<file path="src/rtl/mips_mem_bridge.sv">
// Memory-stage bridge from the MIPS pipeline to a split-handshake SRAM-like bus.
// Variable latency: it stalls the pipeline, holds load data and handles flush and timeout.
module mips_mem_bridge #(
    parameter int ADDR_W  = 32,
    parameter int DATA_W  = 32,
    parameter int TIMEOUT = 255
) (
    input  logic                clk,
    input  logic                rst,
    input  logic                memenM,
    input  logic [DATA_W/8-1:0] memwriteM,
    input  logic [31:0]         aluoutM,
    input  logic [DATA_W-1:0]   writedataM,
    input  logic                flushM,
    input  logic                stall_in,
    output logic                stallM,
    output logic [DATA_W-1:0]   readdataM,
    output logic                bus_err,
    output logic                bus_req,
    output logic                bus_we,
    output logic [DATA_W/8-1:0] bus_wstrb,
    output logic [ADDR_W-1:0]   bus_addr,
    output logic [DATA_W-1:0]   bus_wdata,
    input  logic                bus_addr_ok,
    input  logic                bus_data_ok,
    input  logic [DATA_W-1:0]   bus_rdata
);

    localparam int STRB_W = DATA_W / 8;
    localparam int CNT_W  = (TIMEOUT < 1) ? 1 : $clog2(TIMEOUT + 1);
    localparam logic [CNT_W-1:0] CNT_MAX  = CNT_W'(TIMEOUT);
    localparam logic [CNT_W-1:0] CNT_LAST = (TIMEOUT == 0) ? '0 : CNT_W'(TIMEOUT - 1);

    typedef enum logic [1:0] {
        S_IDLE,
        S_REQ,
        S_WAIT,
        S_HOLD
    } state_t;

    state_t              state_q, state_d;
    logic [ADDR_W-1:0]   addr_q;
    logic [DATA_W-1:0]   wdata_q;
    logic [STRB_W-1:0]   wstrb_q;
    logic                we_q;
    logic [DATA_W-1:0]   hold_q;
    logic                abort_q;
    logic                err_q;
    logic [CNT_W-1:0]    cnt_q;

    logic start, active, data_done, abort_now, timeout_hit;

    assign start       = (state_q == S_IDLE) && memenM && !flushM;
    assign active      = (state_q == S_REQ) || (state_q == S_WAIT);
    assign data_done   = (state_q == S_WAIT) && bus_data_ok;
    // A flush seen on the completing cycle still cancels the access.
    assign abort_now   = abort_q || flushM;
    // A response arriving on the last watchdog cycle beats the timeout.
    assign timeout_hit = (TIMEOUT != 0) && active && (cnt_q == CNT_LAST) && !data_done;

    // NOTE: sequential state is updated with non-blocking assignments so every
    // register samples the pre-edge values, independent of process ordering.
    always_ff @(posedge clk or negedge rst) begin
        if (!rst) state_q <= S_IDLE;
        else      state_q <= state_d;
    end

    // NOTE: each combinational output gets a default first, so no path can
    // leave it unassigned and infer a latch.
    always_comb begin
        state_d = state_q;
        unique case (state_q)
            S_IDLE: if (start) state_d = S_REQ;
            S_REQ: begin
                if (timeout_hit)      state_d = abort_now ? S_IDLE : S_HOLD;
                else if (bus_addr_ok) state_d = S_WAIT;
            end
            S_WAIT: begin
                if (data_done || timeout_hit) state_d = abort_now ? S_IDLE : S_HOLD;
            end
            S_HOLD: if (!stall_in) state_d = S_IDLE;
            default: state_d = S_IDLE;
        endcase
    end

    // stallM is gated by reset so the hazard unit sees no stall while held in reset.
    always_comb begin
        bus_req = (state_q == S_REQ);
        stallM  = rst && (start || active);
    end

    always_ff @(posedge clk or negedge rst) begin
        if (!rst) begin
            addr_q  <= '0;
            wdata_q <= '0;
            wstrb_q <= '0;
            we_q    <= 1'b0;
            hold_q  <= '0;
            abort_q <= 1'b0;
            err_q   <= 1'b0;
            cnt_q   <= '0;
        end else begin
            err_q <= timeout_hit;

            if (start) begin
                addr_q  <= aluoutM[ADDR_W-1:0];
                wdata_q <= writedataM;
                wstrb_q <= memwriteM;
                we_q    <= |memwriteM;
            end

            // Saturating watchdog, restarted on every new request.
            if (start)
                cnt_q <= '0;
            else if (active && cnt_q != CNT_MAX)
                cnt_q <= cnt_q + CNT_W'(1);

            if (state_d == S_IDLE)
                abort_q <= 1'b0;
            else if (active && flushM)
                abort_q <= 1'b1;

            if (data_done && !abort_now && !we_q)
                hold_q <= bus_rdata;
            else if (timeout_hit)
                hold_q <= '0;
        end
    end

    assign bus_we    = we_q;
    assign bus_wstrb = wstrb_q;
    assign bus_addr  = addr_q;
    assign bus_wdata = wdata_q;
    assign readdataM = hold_q;
    assign bus_err   = err_q;

endmodule

</file>
<file path="config.mk">
export PLATFORM = sky130hd
export DESIGN_NAME = mips_mem_bridge
export DESIGN_NICKNAME = d
export VERILOG_FILES = /design/src/rtl/mips_mem_bridge.sv
export SDC_FILE = /design/constraint.sdc
export NUM_CORES = 1
export LEC_CHECK = 0
export BUFFER_PORTS_ARGS = -buffer_cell sky130_fd_sc_hd__buf_2
export CAP_MARGIN = 20
export CELL_PAD_IN_SITES_DETAIL_PLACEMENT = 0
export CELL_PAD_IN_SITES_GLOBAL_PLACEMENT = 1
export CORE_ASPECT_RATIO = 1.5
export CORE_MARGIN = 2
export CORE_UTILIZATION = 36
export CTS_BUF_LIST = sky130_fd_sc_hd__clkbuf_16
export CTS_CLUSTER_DIAMETER = 150
export DETAILED_ROUTE_END_ITERATION = 7
export PLACE_DENSITY = 0.81
export SYNTH_ARGS = -nofsm -noshare
export SYNTH_HDL_FRONTEND = slang
export SYNTH_SLANG_ARGS = --single-unit
</file>
<file path="constraint.sdc">
create_clock -name clk -period 4 [get_ports clk]
set_clock_uncertainty 0.2 [all_clocks]
set_input_delay 0.6 -clock clk [delete_from_list [all_inputs] [get_ports clk]]
set_output_delay 0.6 -clock clk [all_outputs]
set_load 0.005 [all_outputs]
</file>
==> impl_results.html <==
<table>
<tr><th>Metric</th><th>Value</th></tr>
<tr><th colspan="2">Status</th></tr>
<tr><td>Run status</td><td>finished, final reports clean</td></tr>
<tr><th colspan="2">Synth</th></tr>
<tr><td>Synthesized area</td><td>0.00452 mm2</td></tr>
<tr><td>Number of warnings printed during yosys synthesis</td><td>0</td></tr>
<tr><td>Number of storage elements in the synthesis netlist</td><td>113</td></tr>
<tr><td>Sequential area share after synthesis</td><td>62.6%</td></tr>
<tr><td>Mean instance size in the synthesized netlist</td><td>9.96 um2</td></tr>
<tr><td>Cell count after synthesis</td><td>454</td></tr>
<tr><td>Cell types with the highest counts after synthesis</td><td>nand2_1, dfrtp_1, a22o_1</td></tr>
<tr><td>Yosys top cell area share</td><td>62.6%</td></tr>
<tr><td>Library cell with the highest instance count after synthesis</td><td>nand2_1</td></tr>
<tr><td>Largest cells by area after synthesis</td><td>dfrtp_1, nand2_1, a22o_1</td></tr>
<tr><td>Main synth FF type</td><td>dfrtp_1</td></tr>
<tr><td>Largest area contributor in the netlist</td><td>dfrtp_1</td></tr>
<tr><td>Number of distinct library cells after synthesis</td><td>37</td></tr>
<tr><td>Count of flip-flops with a built-in enable after synthesis</td><td>0</td></tr>
<tr><td>Post-synth net total</td><td>567</td></tr>
<tr><td>Post-synth ARST share</td><td>100%</td></tr>
<tr><th colspan="2">Timing</th></tr>
<tr><td>Min Tclk post-route</td><td>2.86 ns</td></tr>
<tr><td>Setup-violating endpoint count in the final report</td><td>0</td></tr>
<tr><td>Count of final max-slew check failures</td><td>0</td></tr>
<tr><td>Hold Fails Final Rpt</td><td>0</td></tr>
<tr><td>Setup repair after global routing missed its margin</td><td>no</td></tr>
<tr><td>Total negative slack</td><td>0 ns</td></tr>
<tr><td>Maximum achievable frequency</td><td>349 MHz</td></tr>
<tr><td>Actual slew at the worst max-slew pin</td><td>0.782 ns</td></tr>
<tr><td>Worst max-slew margin expressed relative to the limit</td><td>47.9%</td></tr>
<tr><td>Fin crit share</td><td>71.5%</td></tr>
<tr><th colspan="2">Floorplan</th></tr>
<tr><td>IO Pins</td><td>211</td></tr>
<tr><td>Starting utilization of the core area</td><td>36.5%</td></tr>
<tr><td>Total core area</td><td>0.0124 mm2</td></tr>
<tr><td>Chip width</td><td>95.5 um</td></tr>
<tr><td>Number of core rows</td><td>50</td></tr>
<tr><td>Die extent in y</td><td>141 um</td></tr>
<tr><td>Die area</td><td>0.0135 mm2</td></tr>
<tr><th colspan="2">Worst setup path</th></tr>
<tr><td>Maximum fanout along the worst path</td><td>31</td></tr>
<tr><td>Kind of critical path</td><td>flop to output port</td></tr>
<tr><td>Kind of launch point of the worst setup path</td><td>flop</td></tr>
<tr><td>Stages on worst setup path</td><td>6</td></tr>
<tr><td>Depth of the worst register-to-register path</td><td>6</td></tr>
<tr><td>Kind of capture point of the worst setup path</td><td>output port</td></tr>
<tr><td>Gate family responsible for the most delay along the worst path</td><td>buffers and inverters</td></tr>
<tr><td>Slack of the worst reg-to-reg path</td><td>1.60 ns</td></tr>
<tr><td>Required @ worst endpoint</td><td>3.20 ns</td></tr>
<tr><td>Startpoint of the most critical setup path</td><td>state_q[0]</td></tr>
<tr><td>Longest individual stage delay on the worst path</td><td>0.42 ns</td></tr>
<tr><td>Critical path, cell by cell</td><td>inv_1, ha_1, nand3b_1, buf_4, a21boi_0, buf_2</td></tr>
<tr><td>Startpoint of the worst register-to-register path</td><td>state_q[0]</td></tr>
<tr><td>End of the worst register-to-register path</td><td>abort_q</td></tr>
<tr><td>Capture point of the critical path</td><td>stallM</td></tr>
<tr><td>Combined buffer and inverter count along the critical path</td><td>3</td></tr>
<tr><td>Cell with the biggest individual delay on the critical path</td><td>dfrtp_1</td></tr>
<tr><td>CP arrival</td><td>2.06 ns</td></tr>
<tr><th colspan="2">Layout</th></tr>
<tr><td>Synth-to-layout area growth</td><td>38.7%</td></tr>
<tr><td>Final std cells w/o fill</td><td>833</td></tr>
<tr><td>Number of fill cells in the layout</td><td>1199</td></tr>
<tr><td>Finished layout cell area</td><td>0.00627 mm2</td></tr>
<tr><td>Seq. cell area</td><td>0.00283 mm2</td></tr>
<tr><td>Net count of the finished layout</td><td>778</td></tr>
<tr><td>Area taken by multi-input logic gates</td><td>0.00157 mm2</td></tr>
<tr><td>Diode insertion count for antenna repair</td><td>0</td></tr>
<tr><td>Post-layout util</td><td>50.6%</td></tr>
<tr><td>Layout cell share with drive strength beyond 1</td><td>36.5%</td></tr>
<tr><th colspan="2">Detailed routing</th></tr>
<tr><td>Sum of routed wire length over all layers</td><td>11.6 mm</td></tr>
<tr><td>Number of DRC violations after detailed routing</td><td>0</td></tr>
<tr><td>Met2 routed WL</td><td>5.51 mm</td></tr>
<tr><td>Wire length per cell</td><td>14.0 um</td></tr>
<tr><td>Drt pass-1 iters</td><td>4</td></tr>
<tr><td>Post-route met1 wirelength</td><td>4.81 mm</td></tr>
<tr><td>Met3 WL post-DR</td><td>1.09 mm</td></tr>
<tr><td>Via density per instance</td><td>4.77</td></tr>
<tr><td>Via count</td><td>3972</td></tr>
<tr><td>Top routing layer used</td><td>met4</td></tr>
<tr><td>First-iteration detailed-routing DRC count</td><td>105</td></tr>
<tr><td>Final ANT Viol Nets</td><td>0</td></tr>
<tr><th colspan="2">CTS</th></tr>
<tr><td>CTS Buf Count</td><td>17</td></tr>
<tr><td>CTS-repair resized insts</td><td>0</td></tr>
<tr><td>Postcts setup bufs</td><td>0</td></tr>
<tr><td>Buffer levels on the longest clock path</td><td>2</td></tr>
<tr><td>Insertion delay of the later-clocked pin in the worst-skew pair</td><td>0.39 ns</td></tr>
<tr><td>Quantity of hold-fixing buffers added after cts</td><td>0</td></tr>
<tr><td>Clk pin slew, worst setup/hold paths</td><td>0.05 ns</td></tr>
<tr><td>TritonCTS sink count</td><td>113</td></tr>
<tr><td>TritonCTS clock tree</td><td>built</td></tr>
<tr><td>Deepest level of the CTS H-tree</td><td>4</td></tr>
<tr><td>Root Driver</td><td>clkbuf_16</td></tr>
<tr><th colspan="2">Global route</th></tr>
<tr><td>Number of global-route vias before repair</td><td>3856</td></tr>
<tr><td>Global-route usage over all layers</td><td>17.3%</td></tr>
<tr><td>Global-route wire length before repair</td><td>18.4 mm</td></tr>
<tr><td>Pin count of the biggest net entering global routing</td><td>77</td></tr>
<tr><td>Number of antenna violations at the first check in global routing</td><td>0</td></tr>
<tr><td>Remaining global-route overflow</td><td>0</td></tr>
<tr><th colspan="2">Placed design</th></tr>
<tr><td>Number of buffers inserted by port buffering</td><td>210</td></tr>
<tr><td>HPWL after DPL</td><td>8.06 mm</td></tr>
<tr><td>Instance area after placement</td><td>0.00572 mm2</td></tr>
<tr><td>Weighted congestion at the end of routability-driven global placement</td><td>0.775</td></tr>
<tr><td>Placed instance count</td><td>802</td></tr>
<tr><th colspan="2">Power</th></tr>
<tr><td>Sum of internal, switching and leakage power</td><td>4.61 mW</td></tr>
<tr><td>Power density of the placed cells</td><td>735 mW/mm2</td></tr>
<tr><td>Static Leakage</td><td>3.58 nW</td></tr>
<tr><td>Peak supply drop</td><td>0.361 mV</td></tr>
<tr><th colspan="2">Hold path</th></tr>
<tr><td>Hold Path Class</td><td>primary input to async pin</td></tr>
<tr><th colspan="2">Job</th></tr>
<tr><td>Total of max-cap violations</td><td>0</td></tr>
</table>
kinds of logic after synthesis:
group | count (synthesis) | synth area share (%)
adder cells (fa/ha/maj) | 6 | 1.66
AND/OR/NAND/NOR | 242 | 21.9
buffers and inverters | 31 | 2.82
XOR/XNOR | 7 | 1.36
AO/OA/AOI/OAI | 54 | 9.44
multiplexers | 1 | 0.221
flip-flops | 113 | 62.6
layout make-up:
type                       instances  share of cell area [%]
sequential                       113                    45.1
clock buffer                      17                    6.78
clock inverter                    14                    1.99
timing repair buffer             216                    17.5
tap                              156                    3.11
inverter                           7                   0.419
multi-input combinational        310                    25.1
worst register-to-register path: cells and delay by family, from the launching register on:
| family | cells | cell delay [ns] |
|---|---|---|
| compound gates | 2 | 0.67 |
| fa+ha+maj | 1 | 0.32 |
| buf+inv | 2 | 0.53 |
| flops | 1 | 0.41 |
| simple gates | 1 | 0.15 |
through the flow:
| stage | setup WS, ns | hold WS [ns] |
|---|---|---|
| after global routing | 0.953 | 0.0838 |
| after floorplan | 1.84 | 0.104 |
| after global placement | 1.63 | 0.254 |
| final | 1.14 | 0.0355 |
| after CTS | 1.10 | 0.0589 |
| after detailed placement | 1.54 | 0.256 |
sequential cells by signal, indices dropped and copies added, names as in the netlist:
| register | cells |
|---|---|
| abort_q | 1 |
| bus_addr | 32 |
| bus_err | 1 |
| bus_wdata | 32 |
| bus_we | 1 |
| bus_wstrb | 4 |
| cnt_q | 8 |
| readdataM | 32 |
| state_q | 2 |
cells in the final DEF (no fill, tap or decap), types with 3 or more instances in the layout:
| cell | count |
|---|---|
| nand2_1 | 210 |
| buf_2 | 209 |
| dfrtp_1 | 113 |
| a22o_1 | 32 |
| clkbuf_16 | 17 |
| nor2_1 | 10 |
| inv_1 | 8 |
| o21ai_0 | 8 |
| buf_4 | 7 |
| ha_1 | 6 |
| xnor2_1 | 4 |
| clkinv_2 | 4 |
| clkinvlp_4 | 4 |
| nand4_1 | 3 |
| a21oi_1 | 3 |
| xor2_1 | 3 |
| clkinv_1 | 3 |
report_power, final:
part	internal (mW)	switching [mW]	total (mW)
Clock	0.896	0.504	1.40
Sequential	1.59	0.255	1.84
Combinational	0.650	0.713	1.36
worst min path at each step:
stage               endpoint  slack [ns]  depth (start not counted)
6_report          state_q[1]        0.04                          1
5_1_grt          bus_addr[6]        0.08                          1
4_1_cts          bus_addr[7]        0.06                          1
3_5_place_dp     bus_addr[5]        0.26                          2
3_3_place_gp   bus_wdata[21]        0.25                          2
2_1_floorplan        abort_q        0.10                          0
per-layer routing:
layer,GRT usage [%],vias up
li1,-,1910
met1,20.7,1874
met2,27.9,171
met3,6.31,17
met4,7.29,0
met5,0,-
No activity file was read; power rests on OpenSTA's default activity.
